--- config.mk ---
export PLATFORM = sky130hd
export DESIGN_NAME = expr_sched
export DESIGN_NICKNAME = d
export VERILOG_FILES = /design/src/rtl/expr_sched.sv
export SDC_FILE = /design/constraint.sdc
export NUM_CORES = 1
export LEC_CHECK = 0
export CORE_AREA = 4 4 67 69
export CTS_CLUSTER_DIAMETER = 150
export DETAILED_ROUTE_END_ITERATION = 7
export DIE_AREA = 0 0 71 73
export PLACE_DENSITY = 0.82
export SYNTH_ARGS = -nofsm -noshare
export SYNTH_HDL_FRONTEND = slang
export SYNTH_SLANG_ARGS = --single-unit
export TNS_END_PERCENT = 1
--- constraint.sdc ---
create_clock -name clk -period 2.1 [get_ports clk]
set_input_delay 0.42 -clock clk [delete_from_list [all_inputs] [get_ports clk]]
set_output_delay 0.42 -clock clk [all_outputs]
set_load 0.005 [all_outputs]
--- src/rtl/expr_sched.sv ---
// Arbitrates two byte-stream requesters onto one shared expression matcher:
// grants per expression, clears the matcher, forwards bytes and reports a tagged result.
module expr_sched #(
  parameter logic [7:0] TERM      = 8'h3B,
  parameter int         MAX_LEN   = 255,
  parameter int         MATCH_LAT = 1
) (
  input  logic       clk,
  input  logic       clr,
  input  logic       req0_valid,
  input  logic [7:0] req0_data,
  output logic       req0_ready,
  input  logic       req1_valid,
  input  logic [7:0] req1_data,
  output logic       req1_ready,
  output logic       m_clr,
  output logic       m_en,
  output logic [7:0] m_in,
  input  logic       m_out,
  output logic       res_valid,
  output logic       res_id,
  output logic       res_match,
  output logic       res_ovf,
  output logic       busy,
  output logic [2:0] dbg_state
);

  typedef enum logic [2:0] {
    S_IDLE, S_CLEAR, S_FEED, S_DRAIN, S_WAIT, S_REPORT
  } state_t;

  localparam logic [7:0] MAX_LEN_B = 8'(MAX_LEN);
  localparam logic [2:0] LAT_LAST  = 3'(MATCH_LAT - 1);

  state_t     r_state, w_next;
  logic       r_gnt, r_last_grant, r_ovf, r_m_en;
  logic [7:0] r_m_in, r_len;
  logic [2:0] r_cnt;
  logic       r_res_id, r_res_match, r_res_ovf;
  logic       w_take, w_valid, w_hs, w_is_term, w_gnt_next;
  logic [7:0] w_data;

  // Handshake: a byte moves at a rising edge where valid && ready are both high.
  // Ready depends only on registered state, never on the requester's valid.
  assign w_take     = (r_state == S_FEED) || (r_state == S_DRAIN);
  assign req0_ready = w_take && !r_gnt;
  assign req1_ready = w_take && r_gnt;
  assign w_valid    = r_gnt ? req1_valid : req0_valid;
  assign w_data     = r_gnt ? req1_data : req0_data;
  assign w_hs       = w_take && w_valid;
  assign w_is_term  = (w_data == TERM);
  assign w_gnt_next = (req0_valid && req1_valid) ? !r_last_grant : req1_valid;

  assign m_clr     = (r_state == S_CLEAR);
  assign busy      = (r_state != S_IDLE);
  assign res_valid = (r_state == S_REPORT);
  assign m_en      = r_m_en;
  assign m_in      = r_m_in;
  assign res_id    = r_res_id;
  assign res_match = r_res_match;
  assign res_ovf   = r_res_ovf;
  assign dbg_state = r_state;

  always_ff @(posedge clk or negedge clr) begin
    if (!clr) r_state <= S_IDLE;
    else      r_state <= w_next;
  end

  always_comb begin
    w_next = r_state;
    case (r_state)
      S_IDLE:   if (req0_valid || req1_valid) w_next = S_CLEAR;
      S_CLEAR:  w_next = S_FEED;
      S_FEED: begin
        if (w_hs && w_is_term)                 w_next = S_WAIT;
        else if (w_hs && (r_len >= MAX_LEN_B)) w_next = S_DRAIN;
      end
      S_DRAIN:  if (w_hs && w_is_term) w_next = S_WAIT;
      S_WAIT:   if (r_cnt == LAT_LAST) w_next = S_REPORT;
      S_REPORT: w_next = S_IDLE;
      default:  w_next = S_IDLE;
    endcase
  end

  always_ff @(posedge clk or negedge clr) begin
    if (!clr) begin
      r_gnt        <= 1'b0;
      r_last_grant <= 1'b1;
      r_ovf        <= 1'b0;
      r_m_en       <= 1'b0;
      r_m_in       <= 8'h00;
      r_len        <= 8'h00;
      r_cnt        <= 3'd0;
      r_res_id     <= 1'b0;
      r_res_match  <= 1'b0;
      r_res_ovf    <= 1'b0;
    end else begin
      r_m_en <= 1'b0;
      case (r_state)
        S_IDLE: if (req0_valid || req1_valid) r_gnt <= w_gnt_next;
        S_CLEAR: begin
          r_len <= 8'h00;
          r_ovf <= 1'b0;
          r_cnt <= 3'd0;
        end
        S_FEED: begin
          if (w_hs && !w_is_term) begin
            if (r_len < MAX_LEN_B) begin
              r_m_en <= 1'b1;
              r_m_in <= w_data;
              r_len  <= r_len + 8'd1;
            end else begin
              r_ovf <= 1'b1;
            end
          end
        end
        S_WAIT: begin
          r_cnt <= r_cnt + 3'd1;
          // An empty or overflowed expression never matches, whatever the matcher says.
          if (r_cnt == LAT_LAST) begin
            r_res_id    <= r_gnt;
            r_res_match <= m_out && !r_ovf && (r_len != 8'h00);
            r_res_ovf   <= r_ovf;
          end
        end
        S_REPORT: r_last_grant <= r_gnt;
        default: ;
      endcase
    end
  end

endmodule

=== After elaboration in Yosys (flattened, before gate mapping) ===
Cells that the tools add are included.

* Flip-flop bits (word level): 29
* Input port bits: 21
* Output and inout bits: 20

* $add $sub $neg: 2
* Magnitude comparators: 2
* Equal/unequal tests: 13
* Muxes and demuxes: 19
* Reductions and logical operators: 27

{| class="wikitable"
|+ Operator list
! operator !! count
|-
| $mux W8 || 3
|-
| $pmux W8 S2 || 1
|-
| $mux W3 || 5
|-
| $pmux W3 S5 || 1
|-
| $logic_and A1 B1 Y1 || 9
|-
| $reduce_and A3 Y1 || 3
|-
| $add A8 B1 Y8 const B || 1
|-
| $eq A8 B6 Y1 const B || 1
|-
| $ge A8 B8 Y1 const B || 1
|-
| $lt A8 B8 Y1 const B || 1
|-
| $reduce_bool A8 Y1 || 1
|-
| $mux W1 || 7
|-
| $eq A3 B2 Y1 const B || 2
|-
| $eq A3 B3 Y1 const B || 2
|-
| $logic_not A3 Y1 || 2
|-
| $ne A2 B1 Y1 const B || 3
|-
| $ne A2 B2 Y1 const B || 3
|-
| $pmux W3 S2 || 1
|-
| $logic_not A1 Y1 || 4
|-
| $reduce_and A2 Y1 || 2
|-
| $reduce_and A4 Y1 || 1
|-
| $reduce_bool A2 Y1 || 2
|-
| $add A3 B1 Y3 const B || 1
|-
| $eq A3 B1 Y1 const B || 1
|-
| other kinds (4) || 5
|}

=== Depth between registers and ports, before layout ===
Gate-level depths: netlist of run 1.

* Depth in word-level cells: 7
* Mapped depth: 8
* Depth with buffers taken out: 7

=== Worst setup path after synthesis of run 1 ===
OpenSTA, ideal clock, no wires.

* Path kind: register to register
* From: register r_len[0]
* To: register r_len[5]
* Library setup time: 77 ps
* Arrival time: 2086 ps
* Slack: -64 ps
* Cell stages (with the launch flop): 7
* Buffers on the path: 0
* Cell sequence: dfrtp_1 -> ha_1 -> and3_1 -> a211o_1 -> or4_1 -> or3_1 -> a21oi_1

* Cells in the longest elaborated chain, start to end: 4
* Elaborated cells on any way between the ends: 7

{| class="wikitable"
|+ Ends and longest elaborated chain
! item !! line !! RTL
|-
| start, declared || 37 || <nowiki>logic [7:0] r_m_in, r_len;</nowiki>
|-
| start signal, assigned || 111 || <nowiki>r_len <= r_len + 8'd1;</nowiki>
|-
| $add A8 B1 Y8 || 111 ||
|-
| $mux W8 || 108 || <nowiki>if (r_len < MAX_LEN_B) begin</nowiki>
|-
| $mux W8 || 107 || <nowiki>if (w_hs && !w_is_term) begin</nowiki>
|-
| $pmux W8 S2 || 99 || <nowiki>case (r_state)</nowiki>
|}

Parallel ways exist; a longest one is shown, timed or not. The select of a mux whose other input is x is not followed.
A chain may end at the register's enable or synchronous reset.

=== Worst setup path after layout of run 1 ===
* From: register r_len[1]
* To: register r_len[5]

The elaborated chain is that of the path after synthesis.

==> results of run 1 <==
## how the worst max path moves through the flow
stage	start	endpoint	cells after the start
after global placement	req0_data[6]	m_in[5]	7
final	r_len[1]	r_len[5]	6
after detailed placement	req0_data[6]	m_in[6]	7
after CTS	dbg_state[0]	busy	4
after global routing	r_len[1]	r_len[5]	6
after floorplan	r_len[0]	r_len[5]	6
## metal layers
layer	vias up	routed length [um]
met5	-	0
met4	0	69
met3	9	200
met2	37	2120
met1	734	1830
li1	727	-
## state kept, by name, indices dropped and copies added (netlist names), 3 cells and up
name       cells
r_cnt          3
dbg_state      3
r_len          8
m_in           8
## through the flow
stage                     power [uW]  instances  instance area [um2]  util, %  setup TNS, ns
final                           1810        281                 2410     61.5         -0.178
after detailed placement        1340        273                 2270     58.1          -2.51
after global placement          1320        273                 2270     58.1          -1.76
after global routing            1930        281                 2410     61.5         -0.837
after floorplan                  985        164                 1650        -              0
after CTS                       1830        281                 2380     60.7         -0.173
## worst max-delay path: cells and delay by family, from the launching register on
kind            cells  cell delay [ns]
fa+ha+maj           1             0.17
flops               1             0.41
simple gates        3             1.06
compound gates      2             0.47
## repair_timing
action | 4_1_cts | 5_1_grt
gates resized for setup | 3 | 10
setup endpoints to repair | 5 | 18
setup buffers | 1 | 0
hold endpoints to repair | 0 | 0
pin swaps | 0 | 2
## area by class of cell
type | count | area (um2)
fillers | 347 | 1510
inverters | 11 | 41.3
repair buffers | 68 | 613
well taps | 50 | 62.6
flip-flops and latches | 29 | 729
multi-input cells | 116 | 876
clock buffers | 7 | 86.3
## logic make-up (layout without fill, tap and decap cells)
group,count (synthesis),in the layout,share of synthesized area [%]
AOI/OAI and AO/OA,28,28,11.0
and+or+nand+nor,59,59,19.5
DFF,29,29,44.4
xor gates and xnor gates,1,1,0.534
buffers and inverters,19,86,5.27
adders and majority gates,4,4,3.05
muxes,24,24,16.3
## cells in the mapped netlist, drive strengths merged (2+ instances only)
cell,instances
buf,5
or4,2
a2111oi,2
a21oi,5
nor3,2
dfrtp,28
nand4b,3
ha,4
nor4,2
and3,2
nand2,18
o22ai,2
a31oi,2
nand3,4
inv,11
and2,3
mux2i,3
nor2,8
clkbuf,3
or3,6
nand2b,2
mux2,21
o21ai,9
## power by group
part	switching, uW	internal (uW)	total, uW
clock	211	259	471
combinational	212	386	598
sequential	74.8	665	740
==> reports/qor.yml, run 1 <==
yosysSeqAreaShare_pct: 44.4
grt_busiest_layer: "met2"
viasPerCell: 5.36
min_period_ns: 2.18
drc: 0
layout-drive-gt1-share_pct: 30.3
synthCells: 164
setup_viol_count_final: 4
cp_max_fo: 6
h-tree-depth: 2
cp.required_ns: 2.32
synth_warnings: 0
die_h_um: 73
finalClockSkew_ns: 0.00575
initial_core_util_pct: 41.9
yosysTopAreaCellShare_pct: 42.7
die_w_um: 71
dr.pass1.iters: 4
place_hpwl_mm: 3.08
grt_start_max_net_pins: 30
clk_path_buf_depth: 2
worstPathCellList: "ha_4 -> and3_1 -> a211o_4 -> or4_1 -> or3_1 -> a21oi_2"
hold_violations: 0
pre_cts_ws_ns: -0.229
outcome: "finished, violations left"
fin_crit_sh_pct: 104
cts_root_buffer: "clkbuf_8"
crit_path_start_kind: "register"
critPathSlowestCell: "or4_1"
r2r_end: "r_len[5]"
grt_use_total_pct: 17.4
rrSetupSlack_ns: -0.08
numCtsBuffers: 5
synth_edf_count: 0
routed_wirelength_mm: 4.22
hold_ws_ns: 0.480
max_slew_margin_pct: 60.6
use_met3_pct: 5.51
core_area_mm2: 0.00391
leakage_uw: 0.00107
wl_per_cell_um: 15.0
die-area_mm2: 0.00518
synth-async-reset-ratio_pct: 100
antenna_found_initial: 0
ys_seq_elements: 29
grt_pass1_wl_mm: 7.00
final_cell_mix: "clkdlybuf4s50_1 (39), buf_4 (28), dfrtp_1 (26)"
maxCapViolCount: 0
vias: 1507
final_common_cell: "clkdlybuf4s50_1"
use_met2_pct: 28.3
violations: "negative setup slack"
synth_top_area_cell: "dfrtp_1"
ioPinCount: 41
path_class: "reg2reg"
synth_fp_nets: 189
slew_violations: 0
cts.sinks: 29
rsz0062_at_grt: "true"
drtAntennaViolNets: 0
clk_latency_ns: 0.28
p_per_area_mw_per_mm2: 751
holdPathStages: 2
place.gp.congestion: 0.881
grtUsageMet1_pct: 21.7
synth_ff_type: "dfrtp_1"
synth.distinct_cells: 43
fmax_mhz: 458
postSynthAreaPerCell_um2: 9.99
setup_ws_ns: -0.0828
rr_worst_depth: 6
tritoncts: "yes"
n_antenna_cell: 0
clkTransAtPathRegs_ns: 0.06
worst_r2r_startpoint: "r_len[1]"
drt_iter0_markers: 93
cp.arrival_ns: 2.40
endpoint_kind: "register"
grt_overflow_total: 0
hp-start: "res_match"
cp_slowest_stage_delay_ns: 0.53
synthTopCellsByArea: "dfrtp_1 (43%), mux2_2 (14%), nand2_1 (4.1%)"
hold_end: "res_match"
final_nets: 256
area_delta_synth_final_pct: 46.9
syn_area_mm2: 0.00164
worst_pin_slew_ns: 0.576
hold_buffers: 0
vdd_drop_max_v: 0.000562
portBuffers: 40
hold_path_class: "reg2reg"
grt_pass1_vias: 1517
num_rows: 23
No activity file was read; power rests on OpenSTA's default activity.
==> run 2: changes to the inputs <==
HOLD_SLACK_MARGIN = 0.15   (was unset)
==> results of run 2 <==
Same layout as run 1: the final DEF is identical, and so are final timing and power.
